--- src/rtl/rs_encoder_stream.sv ---
// rs_encoder_stream: streaming systematic Reed-Solomon encoder over GF(2^8) with valid/ready handshake
module rs_encoder_stream #(
    parameter int         NPAR = 4,
    parameter int         K    = 64,
    parameter int         FCR  = 0,
    parameter logic [7:0] PRIM = 8'h1d
) (
    input  logic       clk,
    input  logic       rst_n,
    input  logic [7:0] s_data,
    input  logic       s_valid,
    input  logic       s_last,
    output logic       s_ready,
    output logic [7:0] m_data,
    output logic       m_valid,
    input  logic       m_ready,
    output logic       m_last,
    output logic       m_parity,
    output logic       err_len
);
    localparam int CW = $clog2(K + 1);
    localparam int PW = $clog2(NPAR + 1);

    typedef enum logic {MSG, PARITY} state_t;

    function automatic logic [7:0] gf_mul(input logic [7:0] a, input logic [7:0] b);
        logic [7:0] p;
        logic [7:0] x;
        p = 8'h00;
        x = a;
        for (int i = 0; i < 8; i++) begin
            if (b[i]) p = p ^ x;
            x = {x[6:0], 1'b0} ^ (x[7] ? PRIM : 8'h00);
        end
        return p;
    endfunction

    // Low NPAR coefficients of the monic g(x) = prod (x + alpha^(FCR+i))
    function automatic logic [NPAR-1:0][7:0] gen_poly();
        logic [NPAR:0][7:0] g;
        logic [7:0]         r;
        r = 8'h01;
        for (int i = 0; i < FCR; i++) r = gf_mul(r, 8'h02);
        g    = '0;
        g[0] = 8'h01;
        for (int i = 0; i < NPAR; i++) begin
            for (int j = NPAR; j > 0; j--) g[j] = g[j-1] ^ gf_mul(g[j], r);
            g[0] = gf_mul(g[0], r);
            r    = gf_mul(r, 8'h02);
        end
        return g[NPAR-1:0];
    endfunction

    localparam logic [NPAR-1:0][7:0] GEN = gen_poly();

    state_t                 state, state_nx;
    logic [NPAR-1:0][7:0]   par, par_sh, par_upd;
    logic [CW-1:0]          cnt;
    logic [PW-1:0]          pcnt;
    logic [7:0]             fb;
    logic                   adv, accept, last_in, err_hit, par_step, par_done;

    // Handshake, next state and the LFSR division step
    always_comb begin
        adv      = !m_valid || m_ready;
        s_ready  = rst_n && state == MSG && adv;
        accept   = s_valid && s_ready;
        last_in  = accept && (s_last || cnt == CW'(K - 1));
        err_hit  = accept && !s_last && cnt == CW'(K - 1);
        par_step = state == PARITY && adv;
        par_done = par_step && pcnt == PW'(NPAR - 1);
        state_nx = last_in ? PARITY : par_done ? MSG : state;
        fb       = s_data ^ par[NPAR-1];
        par_sh   = {par[NPAR-2:0], 8'h00};
        for (int i = 0; i < NPAR; i++) par_upd[i] = par_sh[i] ^ gf_mul(fb, GEN[i]);
    end

    // State register
    always_ff @(posedge clk or negedge rst_n) begin
        if (!rst_n) state <= MSG;
        else        state <= state_nx;
    end

    // Output register, parity shift register and counters
    always_ff @(posedge clk or negedge rst_n) begin
        if (!rst_n) begin
            m_data   <= 8'h00;
            m_valid  <= 1'b0;
            m_last   <= 1'b0;
            m_parity <= 1'b0;
            err_len  <= 1'b0;
            par      <= '0;
            cnt      <= '0;
            pcnt     <= '0;
        end else begin
            err_len <= err_hit;
            if (accept) begin
                m_data   <= s_data;
                m_valid  <= 1'b1;
                m_parity <= 1'b0;
                m_last   <= 1'b0;
                par      <= par_upd;
                cnt      <= last_in ? '0 : cnt + CW'(1);
                pcnt     <= '0;
            end else if (par_step) begin
                m_data   <= par[NPAR-1];
                m_valid  <= 1'b1;
                m_parity <= 1'b1;
                m_last   <= par_done;
                par      <= par_sh;
                pcnt     <= par_done ? '0 : pcnt + PW'(1);
            end else if (adv) begin
                m_valid  <= 1'b0;
            end
        end
    end
endmodule

--- config.mk ---
export PLATFORM = sky130hd
export DESIGN_NAME = rs_encoder_stream
export DESIGN_NICKNAME = d
export VERILOG_FILES = /design/src/rtl/rs_encoder_stream.sv
export SDC_FILE = /design/constraint.sdc
export NUM_CORES = 1
export LEC_CHECK = 0
export CAP_MARGIN = 30
export CELL_PAD_IN_SITES_DETAIL_PLACEMENT = 1
export CELL_PAD_IN_SITES_GLOBAL_PLACEMENT = 1
export CORE_ASPECT_RATIO = 0.5
export CORE_MARGIN = 2
export CORE_UTILIZATION = 42
export CTS_CLUSTER_DIAMETER = 150
export CTS_CLUSTER_SIZE = 10
export DETAILED_ROUTE_END_ITERATION = 10
export PLACE_DENSITY = 0.73
export SLEW_MARGIN = 15
export SYNTH_ARGS = -nofsm -noshare
export SYNTH_HDL_FRONTEND = slang
export SYNTH_SLANG_ARGS = --single-unit
--- constraint.sdc ---
create_clock -name clk -period 2.2 [get_ports clk]
set_clock_uncertainty 0.1 [all_clocks]
set_input_delay 0.22 -clock clk [delete_from_list [all_inputs] [get_ports clk]]
set_output_delay 0.22 -clock clk [all_outputs]
set_load 0.02 [all_outputs]
==> After elaboration in Yosys (flattened, before gate mapping) <==
Cells that the tools add are included.
{ "op_classes": {"n_bitwise": 20, "reduce_logical": 15, "mux": 23, "add_sub_neg": 2, "eq_ne": 2} }
{ "ops": {"columns": ["op", "count"], "rows": [
  ["$xor 8x8->8", 14],
  ["$mux 32", 2],
  ["$xor 8x5->8", 5],
  ["$mux 5", 6],
  ["$mux 8", 2],
  ["$mux 1", 9],
  ["$mux 3", 3],
  ["$logic_and 1x1->1", 8],
  ["$add 7x1->7 const B", 1],
  ["$eq 7x6->1 const B", 1],
  ["$mux 7", 1],
  ["$reduce_bool 2->1", 2],
  ["$add 3x1->3 const B", 1],
  ["$eq 3x2->1 const B", 1],
  ["$reduce_bool 3->1", 1],
  ["$logic_not 1->1", 2],
  ["$logic_or 1x1->1", 2],
  ["$not 1->1", 1]
]} }
{ "word_totals": {"elab_cells": 74, "output_inout_bits": 13, "input_bits": 13, "register_bits": 55} }

==> Depth between registers and ports, before layout <==
{ "depth": {"ltp_word": 16, "ltp_mapped": 7, "ltp_nobuf": 6} }

==> Worst setup path after synthesis <==
No wires, ideal clock.
{ "synth_timing": {"kind": "register to register", "startpoint": "register par[27] in the netlist's numbering", "endpoint": "register par[12] in the netlist's numbering", "n_path_buf": 0, "slack_ns": -0.056, "period_less_slack_ns": 2.256, "stages_incl_launch_ff": 6, "t_required_ns": 2.018, "setup_time_ns": 0.082, "arrival_time_ns": 2.074, "path_cell_list": "dfrtp_1 -> xnor2_4 -> xnor3_2 -> xnor3_1 -> or3_1 -> a31oi_1"} }
{ "synth_via": {"elab_chain_cells": 11, "word_cells_on_any_way": 12, "classes_between": "2 x mux; 10 x bitwise"} }
{ "synth_lines": {"columns": ["item", "line", "rtl"], "rows": [
  ["start: declaration", "57", "logic [NPAR-1:0][7:0] par, par_sh, par_upd;"],
  ["start signal: assignment", "102", "par <= par_upd;"],
  ["start signal: assignment", "110", "par <= par_sh;"],
  ["$xor 8x8->8 *", "73", "fb = s_data ^ par[NPAR-1];"],
  ["$xor 8x5->8 * (3 in series)", "33", "x = {x[6:0], 1'b0} ^ (x[7] ? PRIM : 8'h00);"],
  ["$xor 8x5->8 *", null, null],
  ["$mux 5 *", null, null],
  ["$xor 8x5->8 *", null, null],
  ["$xor 8x8->8, on equally long branches", null, null],
  ["$xor 8x8->8 *", "32", "if (b[i]) p = p ^ x;"],
  ["$xor 8x8->8 *", "75", "for (int i = 0; i < NPAR; i++) par_upd[i] = par_sh[i] ^ gf_mul(fb, GEN[i]);"],
  ["$mux 32 *", "97", "if (accept) begin"]
]} }
Mark *: on every way between the ends. The rest lies on a longest branch, timed or not.
A chain may end at the register's enable or synchronous reset.

==> Worst setup path in the final report <==
{ "layout_timing": {"startpoint": "register par[26] in the netlist's numbering", "endpoint": "register par[12] in the netlist's numbering"} }
{ "layout_via": {"elab_chain_cells": 11} }
{ "layout_lines": {"columns": ["item", "line"], "rows": [
  ["$xor 8x8->8", "73"],
  ["$xor 8x5->8 (3 in series)", "33"],
  ["$xor 8x5->8 (2 in series)", null],
  ["$mux 5", null],
  ["$xor 8x8->8", null],
  ["$xor 8x8->8", "32"],
  ["$xor 8x8->8", "75"],
  ["$mux 32", "97"]
]} }
No other way between the ends.

==> results.md <==
- # fillers: 802
- Clk_lat worst skew: 300 ps
- Register share of total power: 0.209
- Share of layout cells above drive strength 1: 0.218
- GRT Total Usage: 0.218
- Critical Path RT: 2320 ps
- Clk root buf: clkbuf_16
- Largest area contributor in the netlist: dfrtp_1
- Routing usage on met2: 0.362
- Number of synthesized flops with an enable pin: 0
- Cell variety after synth: 44
- Max-slew violation count: 0
- Net load switching power: 3.59 mW
- Initial antenna violation count: 0
- Global route hottest layer: met2
- Syn Inst Count: 311
- Main synth FF type: dfrtp_1
- Die X: 128 um
- Endpoints failing hold: 0
- Pwr dens: 2090 nW/um2
- # port buffers: 25
- Total power: 8.88 mW
- Worst R2R Path Depth: 5
- Reg2reg start: par[26]
- HPWL Detailed: 5.75 mm
- RSZ-0062 raised after global routing: yes
- Area contributors post-synth: dfrtp_1 (42%), xnor3_1 (6.9%), xnor2_1 (6.5%)
- IO Pins: 26
- Pint: 5.29 mW
- Met3 usage: 0.0388
- Routed wire per std cell: 18.9 um
- Dpl ws: -314 ps
- # DRC: 0
- Initial Utilization: 0.438
- Fmax: 443 MHz
- Tcrit/Tclk final: 1.03
- H-tree Lvls: 2
- FP Rows: 22
- CTS tree: built
- Die area: 8490 um2
- Largest net degree at the start of global routing: 59
- Fraction of the yosys area taken by sequential cells: 0.424
- Critical Path Source Type: flop
- Status: complete, but fails checks
- Clk slew on worst S/H paths: 80 ps
- TritonCTS Buffers: 5
- Post-layout util: 0.573
- Clock Sinks: 55
- Most frequent cells in the layout: nand2_1 (51), dfrtp_1 (51), buf_4 (39), nor2_1 (28), clkdlybuf4s50_1 (22)
- Yosys top cell area share: 0.424
- Post-DR vias/cell: 5.49
- YS warnings: 0
- Sw frac: 0.404
- Crit Path Category: flop to flop
- WP data arrival: 2380 ps
- Final setup TNS: -86.5 ps
- Clock power share: 0.097
- Vias in the first global route: 2703
- Final net count: 391
- Worst setup EP type: flop
- Die Y: 66.2 um
- Combinational share of power: 0.694
- Transition time of the tightest slew-check pin: 716 ps
- Lkg Pwr: 1.89 nW
- Grt met1 use: 0.304
- Failing checks: setup timing
- #FFs+latches synth: 55
- Cell area after synthesis: 3250 um2
- DRT Pass-1 Iters: 4
- Area Overhead vs Synth: 30.6%
- Flop2flop setup slack: -60 ps
- Syn nets: 326
- Core area: 7400 um2
- Drt total wl: 8.95 mm
- Final Hold Slack: 173 ps
- # setup viols final: 3
- Crit Path Max Fanout: 4
- Clock Tree Buf Depth: 2
- ANT cells: 0
- Placer Congestion: 0.842
- First-pass GRT wire length: 14.0 mm
- Worst Hold Class: input port to async pin
- Normalized max-slew margin: 0.523
- Critical path startpoint: par[26]
- GRT Residual Overflow: 0
- Post-synth ARST share: 1.00
- Syn avg cell area: 10.4 um2
- Initial DRC Count: 120
- Final antenna-violating net count: 0
- Max-cap violations: 0
- Vias: 2598
- Min cycle time layout: 2260 ps
- Post-route setup slack: -57.8 ps
- Worst VDD drop: 0.747 mV
-- routing by layer --
| layer | up-vias | part of all wire |
|---|---|---|
| met2 | 50 | 0.48 |
| met1 | 1312 | 0.46 |
| met3 | 11 | 0.044 |
| met5 | - | 0 |
| li1 | 1225 | - |
| met4 | 0 | 0.011 |
-- worst max-delay path, cell delays in order (launching register included) --
cell and delay [ps]:
dfrtp_2 480, xor2_2 210, xnor3_2 470, xnor3_1 390, or3_1 360, a31oi_1 160
-- path summary, 6_finish.rpt --
check                            end
setup / recovery             par[12]
hold / removal               m_valid
setup reg to reg             par[12]
hold reg to reg              err_len
max in group asynchronous    par[28]
min in group clk           m_data[3]
-- through the flow --
stage | instances | cell area (um2)
3_5_place_dp | 453 | 3890
2_1_floorplan | 311 | 3270
3_3_place_gp | 453 | 3890
4_1_cts | 463 | 4080
6_report | 473 | 4240
5_1_grt | 473 | 4240
-- flip-flops by register name, summed over array words and instances, names as in the netlist, 3 cells and up --
name and flops:
par 32, pcnt 3, m_data 8, cnt 7
-- synth_stat cells, types with 2 or more instances --
cell / n
a22oi_1: 3
a21o_1: 2
nand2_1: 51
xnor2_2: 5
clkbuf_1: 16
a31oi_1: 17
o21a_1: 5
nand2b_1: 2
xnor2_4: 3
o211ai_1: 5
ha_1: 2
and3_1: 2
nor2_1: 28
mux2i_1: 2
o311ai_0: 3
xor3_1: 2
a21oi_1: 5
xor2_1: 9
o21ai_0: 19
a221o_1: 4
xnor3_1: 10
xnor2_1: 24
xnor3_2: 3
nor2b_1: 2
o22ai_1: 2
dfrtp_1: 55
or3_1: 9
nor3_1: 5
-- cell families (layout without fill, tap and decap cells) --
logic type	count (synthesis)	count (layout)	synth area share
compound gates	72	72	0.147
xor+xnor	57	57	0.251
fa+ha+maj	2	2	0.00771
buf+inv	16	82	0.0185
flops	55	55	0.424
mux	2	2	0.00617
simple gates	107	107	0.146
-- area by class of cell --
type / count / area [um2] / area share
Clock inverter: 1 / 7.51 / 0.00177
Clock buffer: 7 / 153 / 0.0360
Tap cell: 96 / 120 / 0.0283
Sequential cell: 55 / 1380 / 0.326
Multi-Input combinational cell: 240 / 1900 / 0.449
Timing Repair Buffer: 74 / 677 / 0.160
-- power groups by stage --
stage                     Clock [mW]  Sequential (mW)  Combinational, mW
final                          0.863             1.86               6.16
after CTS                      0.884             1.84               5.52
after global routing           0.924             1.91               6.63
after floorplan                    0             1.88               3.44
after detailed placement           0             1.85               5.45
after global placement             0             1.80               5.27
-- timing repair --
item,CTS,global route
hold endpoints to repair,1,0
setup endpoints to repair,3,9
pin swaps,4,12
setup buffers,1,11
hold buffers,1,0
gates cloned,0,0
gates resized for setup,4,18
No activity file was read; power rests on OpenSTA's default activity.
